## src/rtl/turn_queue.sv

```systemverilog
// turn_queue: queues legal snake turns from button pulses and releases one per game step
// Ports:
//   clk_i, rst_i            debouncer clock, synchronous active-high reset
//   up/down/left/right_i    single-cycle debounced direction pulses
//   center_pressed_i        single-cycle pulse toggling pause
//   tick_i                  one-cycle game-step strobe
//   game_over_i             level; freezes Dir and flushes queue and pause
//   dir_o                   committed heading (UP=00 DOWN=01 LEFT=10 RIGHT=11)
//   paused_o                pause state
//   pending_o               number of queued turns
//   dropped_o               one-cycle pulse after a rejected press
module turn_queue #(
   parameter int         DEPTH    = 2,
   parameter logic [1:0] INIT_DIR = 2'b11
) (
   input  logic                       clk_i,
   input  logic                       rst_i,
   input  logic                       up_pressed_i,
   input  logic                       down_pressed_i,
   input  logic                       left_pressed_i,
   input  logic                       right_pressed_i,
   input  logic                       center_pressed_i,
   input  logic                       tick_i,
   input  logic                       game_over_i,
   output logic [1:0]                 dir_o,
   output logic                       paused_o,
   output logic [$clog2(DEPTH+1)-1:0] pending_o,
   output logic                       dropped_o
);
   localparam int PW = $clog2(DEPTH);
   localparam int CW = $clog2(DEPTH+1);
   logic [1:0]    mem_q [DEPTH];
   logic [PW-1:0] rd_q, rd_d, wr_q, wr_d, last;
   logic [CW-1:0] cnt_q, cnt_d;
   logic [1:0]    dir_q, dir_d, press, ref_dir;
   logic          paused_q, paused_d, dropped_q, dropped_d;
   logic          any, active, pop, push, opp, eval_en;
   always_comb begin
      any       = up_pressed_i | down_pressed_i | left_pressed_i | right_pressed_i;
      press     = up_pressed_i ? 2'b00 : down_pressed_i ? 2'b01 : left_pressed_i ? 2'b10 : 2'b11;
      last      = wr_q - 1'b1;
      // reversals are judged against the newest queued turn, not just the live heading
      ref_dir   = (cnt_q != '0) ? mem_q[last] : dir_q;
      active    = !game_over_i && !paused_q;
      pop       = active && tick_i && (cnt_q != '0);
      opp       = (press[1] == ref_dir[1]) && (press[0] != ref_dir[0]);
      eval_en   = active && any && (press != ref_dir);
      // a full queue still accepts when the head leaves on the same edge
      dropped_d = eval_en && (opp || ((cnt_q == CW'(DEPTH)) && !pop));
      push      = eval_en && !dropped_d;
      rd_d      = game_over_i ? '0 : rd_q + PW'(pop);
      wr_d      = game_over_i ? '0 : wr_q + PW'(push);
      cnt_d     = game_over_i ? '0 : cnt_q + CW'(push) - CW'(pop);
      dir_d     = pop ? mem_q[rd_q] : dir_q;
      paused_d  = game_over_i ? 1'b0 : paused_q ^ center_pressed_i;
   end
   always_ff @(posedge clk_i) begin
      if (rst_i) begin
         rd_q      <= '0;
         wr_q      <= '0;
         cnt_q     <= '0;
         dir_q     <= INIT_DIR;
         paused_q  <= 1'b0;
         dropped_q <= 1'b0;
      end else begin
         rd_q      <= rd_d;
         wr_q      <= wr_d;
         cnt_q     <= cnt_d;
         dir_q     <= dir_d;
         paused_q  <= paused_d;
         dropped_q <= dropped_d;
      end
   end
   always_ff @(posedge clk_i)
      if (!rst_i && push) mem_q[wr_q] <= press;
   assign dir_o     = dir_q;
   assign paused_o  = paused_q;
   assign pending_o = cnt_q;
   assign dropped_o = dropped_q;
endmodule

```

## config.mk

```make
export PLATFORM = sky130hd
export DESIGN_NAME = turn_queue
export DESIGN_NICKNAME = d
export VERILOG_FILES = /design/src/rtl/turn_queue.sv
export SDC_FILE = /design/constraint.sdc
export NUM_CORES = 1
export LEC_CHECK = 0
export BUFFER_PORTS_ARGS = -buffer_cell sky130_fd_sc_hd__buf_2
export CAP_MARGIN = 20
export CORE_AREA = 2 2 39 41
export CTS_CLUSTER_DIAMETER = 120
export DETAILED_ROUTE_END_ITERATION = 10
export DIE_AREA = 0 0 41 43
export PLACE_DENSITY = 0.85
export SYNTH_ARGS = -nofsm -noshare
export SYNTH_HDL_FRONTEND = slang
export SYNTH_SLANG_ARGS = --single-unit
```

## constraint.sdc

```tcl
create_clock -name clk_i -period 4.15 [get_ports clk_i]
set_input_delay 0.6225 -clock clk_i [delete_from_list [all_inputs] [get_ports clk_i]]
set_output_delay 0.6225 -clock clk_i [all_outputs]
set_load 0.05 [all_outputs]
```

After elaboration in Yosys (flattened, before gate mapping)

Memories as Yosys holds them, arrays and structs flattened. A register that Yosys moved wholly into a read port is not among the register bits.
Cells that the tools add are included.

$add $sub $neg: 5
Equal/unequal tests: 4
Multiplexer cells: 6
Bitwise gates (word level): 4
Reductions and logical operators: 18

Operator list:

| cell                  | count |
|---|---|
| $logic_and A1 B1 Y1   | 10 |
| $mux W2               | 3 |
| $logic_not A1 Y1      | 5 |
| $mux W1               | 3 |
| $or A1 B1 Y1          | 3 |
| $add A1 B1 Y1         | 2 |
| $add A2 B1 Y2         | 1 |
| $eq A2 B2 Y1 const B  | 1 |
| $ne A2 B2 Y1          | 1 |
| $reduce_bool A2 Y1    | 1 |
| $reduce_or A2 Y1      | 1 |
| $sub A2 B1 Y2         | 1 |
| $eq A1 B1 Y1          | 1 |
| $logic_or A1 B1 Y1    | 1 |
| $ne A1 B1 Y1          | 1 |
| $sub A1 B1 Y1 const B | 1 |
| $xor A1 B1 Y1         | 1 |

Register bits: 6
Memory bits (writable): 4
Input port bits: 9
Output and inout bits: 6
Word-level logic and storage cells: 43
Memories: 1

Memories:

| name  | words | bits a word | read ports | clocked after Yosys merged registers in | wr ports | line | source |
|---|---|---|---|---|---|---|---|
| mem_q | 2     | 2           | 2          | 1                                       | 1        | 32   | `logic [1:0] mem_q [DEPTH];` |

Logic depth before layout (Yosys ltp)

Word-level depth: 13
Depth in mapped cells: 9
Mapped depth without buffers: 9

Worst setup path after synthesis

No wires, ideal clock.

Path type: register -> register
Start: reg dir_q[1] (netlist: dir_o[1]) (read register of mem_q)
End: reg cnt_q[1] (netlist: pending_o[1])
Setup time: 0.134 ns
Data arrival time: 2.127 ns
Data required time: 4.016 ns
Path slack: 1.889 ns
Stages on the path, launching flop included: 10
Buffers on the path: 0
Period minus slack after synthesis: 2.261 ns
Path through: dfxtp_1 -> or3b_1 -> o211a_2 -> o21ai_2 -> ha_1 -> inv_1 -> ha_1 -> xnor2_1 -> xnor2_1 -> nor3_1

Word-level cells in the longest chain between the ends: 9
Elaborated cells between the ends (all ways): 11
Classes of those cells: add/sub: 2; eq/ne: 2; mux: 1; reduce/logical: 6

Ends and longest elaborated chain:

| item                   | line | source |
|---|---|---|
| start: declaration     | 35   | `logic [1:0] dir_q, dir_d, press, ref_dir;` |
| $mux W2 *              | 43   | `ref_dir = (cnt_q != '0) ? mem_q[last] : dir_q;` |
| $eq A1 B1 Y1           | 46   | `opp = (press[1] == ref_dir[1]) && (press[0] != ref_dir[0]);` |
| $logic_and A1 B1 Y1    | 46   |  |
| $logic_or A1 B1 Y1     | 49   | `dropped_d = eval_en && (opp \|\| ((cnt_q == CW'(DEPTH)) && !pop));` |
| $logic_and A1 B1 Y1    | 49   |  |
| $logic_not A1 Y1       | 50   | `push = eval_en && !dropped_d;` |
| $logic_and A1 B1 Y1 *  | 50   |  |
| $add A2 B1 Y2 *        | 53   | `cnt_d = game_over_i ? '0 : cnt_q + CW'(push) - CW'(pop);` |
| $sub A2 B1 Y2 *        | 53   |  |
| end signal: assignment | 68   | `cnt_q <= cnt_d;` |
| end: declaration       | 34   | `logic [CW-1:0] cnt_q, cnt_d;` |

Mark *: on every way between the ends. The rest lies on a longest branch, timed or not.
A chain may end at the register's enable or synchronous reset.

Worst setup path after layout

Start: in down_pressed_i
End: reg cnt_q[1] (netlist: pending_o[1])

Word-level cells in the longest chain between the ends: 10
Elaborated cells between the ends (all ways): 17
Classes of those cells: add/sub: 2; eq/ne: 3; mux: 2; bitwise: 3; reduce/logical: 7

Ends and longest elaborated chain:

| item                                                             | line   | source |
|---|---|---|
| start: declaration                                               | 19     | `input logic down_pressed_i,` |
| $or A1 B1 Y1 / $mux W2 (equally long branches) (2 in series)     | 39, 40 |  |
| $or A1 B1 Y1, or another cell as far along                       | 39     | `any = up_pressed_i \| down_pressed_i \| left_pressed_i \| right_pressed_i;` |
| $logic_and A1 B1 Y1 (on tied branches)                           | 47, 46 |  |
| $logic_and A1 B1 Y1 / $logic_or A1 B1 Y1 (equally long branches) | 47, 49 |  |
| $logic_and A1 B1 Y1                                              | 49     |  |
| $logic_not A1 Y1                                                 | 50     |  |
| $logic_and A1 B1 Y1 *                                            | 50     |  |
| $add A2 B1 Y2 *                                                  | 53     |  |
| $sub A2 B1 Y2 *                                                  | 53     |  |

Marked as above.

==> summary.txt <==
Outcome
  – Status: finished, final reports clean

Routing
  – Via Count: around 520
  – Met1 Wirelength: 566 um
  – Drt total wl: between 1000 and 1500 um
  – DR WL met3: 59 um
  – Post-route ant nets: 0
  – Top sig layer: met4
  – TritonRoute pass-1 iters: 4
  – DR DRC count: 0
  – Metal2 WL: ~670 um
  – DRT iter0 DRCs: 5
  – DR WL/cell: 13.8 um
  – Drt via density: 5.42

Floorplanning
  – I/O pins: 15
  – Die width: 41 um
  – Initial core utilization: 46.5%
  – Die Span Y: 43 um
  – Die area: approximately 1800 sq um
  – Cell row count: 14
  – Core area: 1380 sq um

Yosys
  – Post-synth EDFFs: 4
  – Sequential fraction of the synthesis area: 43.6%
  – Avg Inst Size Synth: about 10 sq um
  – Asr flop ratio synth: 0%
  – Mapped Cells: 62
  – Net count after synthesis: 73
  – Post-Syn Area: about 640 sq um
  – Yosys warnings: 0
  – Cell variety after synth: 25
  – Yosys reg bits: 12
  – Top_reg_cell synth: dfxtp_1

Worst setup path
  – Worst Setup SP: down_pressed_i
  – CP Launch Type: input pin
  – Crit path to: pending_o[1]$_SDFF_PP0_
  – Worst EP arrival: 2340 ps
  – Req. time, crit path: 4310 ps
  – Worst r2r src: pending_o[0]$_SDFF_PP0_
  – Flop2flop setup slack: 2010 ps
  – Crit-path max FO: 4
  – Crit Path Category: in -> reg
  – Worst-case reg-to-reg path depth: 9
  – Worst setup EP type: flop
  – RR Endpoint: pending_o[1]$_SDFF_PP0_

CTS
  – CTS H-tree depth: 1
  – Post-CTS setup buffer count: 0
  – Clock transition at path regs: 70 ps
  – Max clock buf depth: 2
  – Post-cts resize count: 0
  – Num CTS Buffers: 3
  – CTS tree: yes
  – CTS hold repair buffers: 0
  – # clock sinks: 12
  – Worst skew pair latency: 270 ps
  – Root Buffer: clkbuf_4

Cells and area
  – Number of diodes: 0
  – Area delta synth->final: 17.5%
  – Layout cells sized above 1: 30.4%
  – Nets: approximately 90
  – Fillers: 129
  – Fin cells: 95

Placed design
  – Port Buffer Count: 14
  – Gp weighted congestion: 0.866
  – Inst Count DP: 91
  – Dpl hpwl: 942 um

Global route
  – First-pass GRT wire length: 2160 um
  – Overall Global Routing Usage: 18.8%
  – Grt total ovfl: 0
  – Vias in the first global route: 552
  – Largest net degree at the start of global routing: 10
  – Initial antenna violation count: 0

STA
  – Unrepaired setup endpoints after global routing: false
  – Max-slew headroom: 75.6%
  – Final hold vios: 0
  – Slew Viols, Final: 0
  – Final period demand of the worst path: 2180 ps
  – Worst-Margin Slew: 365 ps
  – Setup violators final: 0
  – TNS Setup: 0 ps
  – Final Cycle Share: 52.5%
  – FMAX: 0.459 GHz
  – Clock Skews: 2.84 ps

Power
  – Leak pwr: 0.310 nW
  – Worst ir drop on vdd: 220 uV
  – P per Cell Area: around 330 nW/um^2

Min path
  – Worst min-delay path class: reg -> reg
  – Hold Crit Depth: 1

Run
  – Max cap viols: 0
## worst min-delay path by stage
stage,startpoint,to,slack [ps]
after floorplan,wr_q$_SDFF_PP0_,wr_q$_SDFF_PP0_,490
after global placement,dir_o[0]$_SDFFE_PP1P_,dir_o[0]$_SDFFE_PP1P_,470
after detailed placement,dir_o[0]$_SDFFE_PP1P_,dir_o[0]$_SDFFE_PP1P_,480
after CTS,dir_o[0]$_SDFFE_PP1P_,dir_o[0]$_SDFFE_PP1P_,500
after global routing,dir_o[0]$_SDFFE_PP1P_,dir_o[0]$_SDFFE_PP1P_,530
final,dir_o[0]$_SDFFE_PP1P_,dir_o[0]$_SDFFE_PP1P_,500
## power by group
group	switching (mW)	internal, mW	total (mW)
combinational	0.0276	0.0175	0.0451
sequential	0.00437	0.125	0.129
clock	0.0395	0.0349	0.0743
## per-layer routing
metal  global-route usage (%)  vias to the layer above
met3                     4.71                        2
li1                         -                      261
met5                        0                        -
met4                     12.0                        0
met1                     22.9                      238
met2                     27.8                       14
## stage by stage
step	utilization [%]	hold WS, ps	total power, mW	cell area [sq um]	worst slack [ps]
5_1_grt	54.6	530	0.261	756	1860
2_1_floorplan	-	492	0.165	643	1890
3_3_place_gp	52.7	473	0.175	729	1730
4_1_cts	54.6	498	0.252	756	1970
6_report	54.6	496	0.249	756	1970
3_5_place_dp	52.7	480	0.177	729	1690
## final cells by class
cell class              count  area, sq um  area share, %
flip-flops and latches     12          280           37.1
clock buffers               3         22.5           2.98
clock inverters             1         3.75          0.497
inverters                   4         15.0           1.99
multi-input cells          45          344           45.5
well taps                  16         20.0           2.65
repair buffers             14         70.1           9.27
## registers in the layout, summed over array words and instances (netlist names)
name	cells
dropped_o	1
dir_o	2
paused_o	1
mem_q	4
pending_o	2
wr_q	1
rd_q	1
## kinds of logic after synthesis
group	after synthesis	share of synthesized area, %
AO/OA/AOI/OAI	10	16.7
buffers and inverters	5	2.92
XOR/XNOR	5	6.81
multiplexers	5	7.78
adder cells (fa/ha/maj)	2	3.89
AND/OR/NAND/NOR	23	18.3
flip-flops	12	43.6
## worst max-delay path: stages
cell,delay [ps]
buf_2,110
or4_1,550
o311a_1,150
o21ai_2,110
ha_1,280
inv_1,60
ha_1,140
xnor2_1,130
xnor2_1,140
nor3_1,60
## cells in the mapped netlist (2+ instances only)
cell      count  share of area, %
edfxtp_1      4                19
inv_1         4               2.3
nor2_1        8               4.7
xnor2_1       4               5.4
dfxtp_1       8                25
nand2_1       3               1.8
nor3_1        5               3.9
a211o_1       2               2.7
a21oi_1       2               1.6
nor3b_1       2               2.3
mux2i_1       5               7.8
ha_1          2               3.9
## placed cells by master (no fill, tap or decap)
cell type	instances
buf_2	14
nor2_1	8
dfxtp_1	8
mux2i_1	5
nor3_1	5
inv_1	4
xnor2_1	4
edfxtp_1	4
nand2_1	3
clkbuf_4	3
nor3b_1	2
a21oi_1	2
a211o_1	2
ha_1	2
or2_2	1
or3b_1	1
o211a_2	1
a211oi_2	1
or4_1	1
o311a_1	1
o21ai_2	1
or3_2	1
and2_1	1
xor2_1	1
o32a_2	1
a2111oi_4	1
clkinv_1	1
Power figures use the tool's default switching activity.
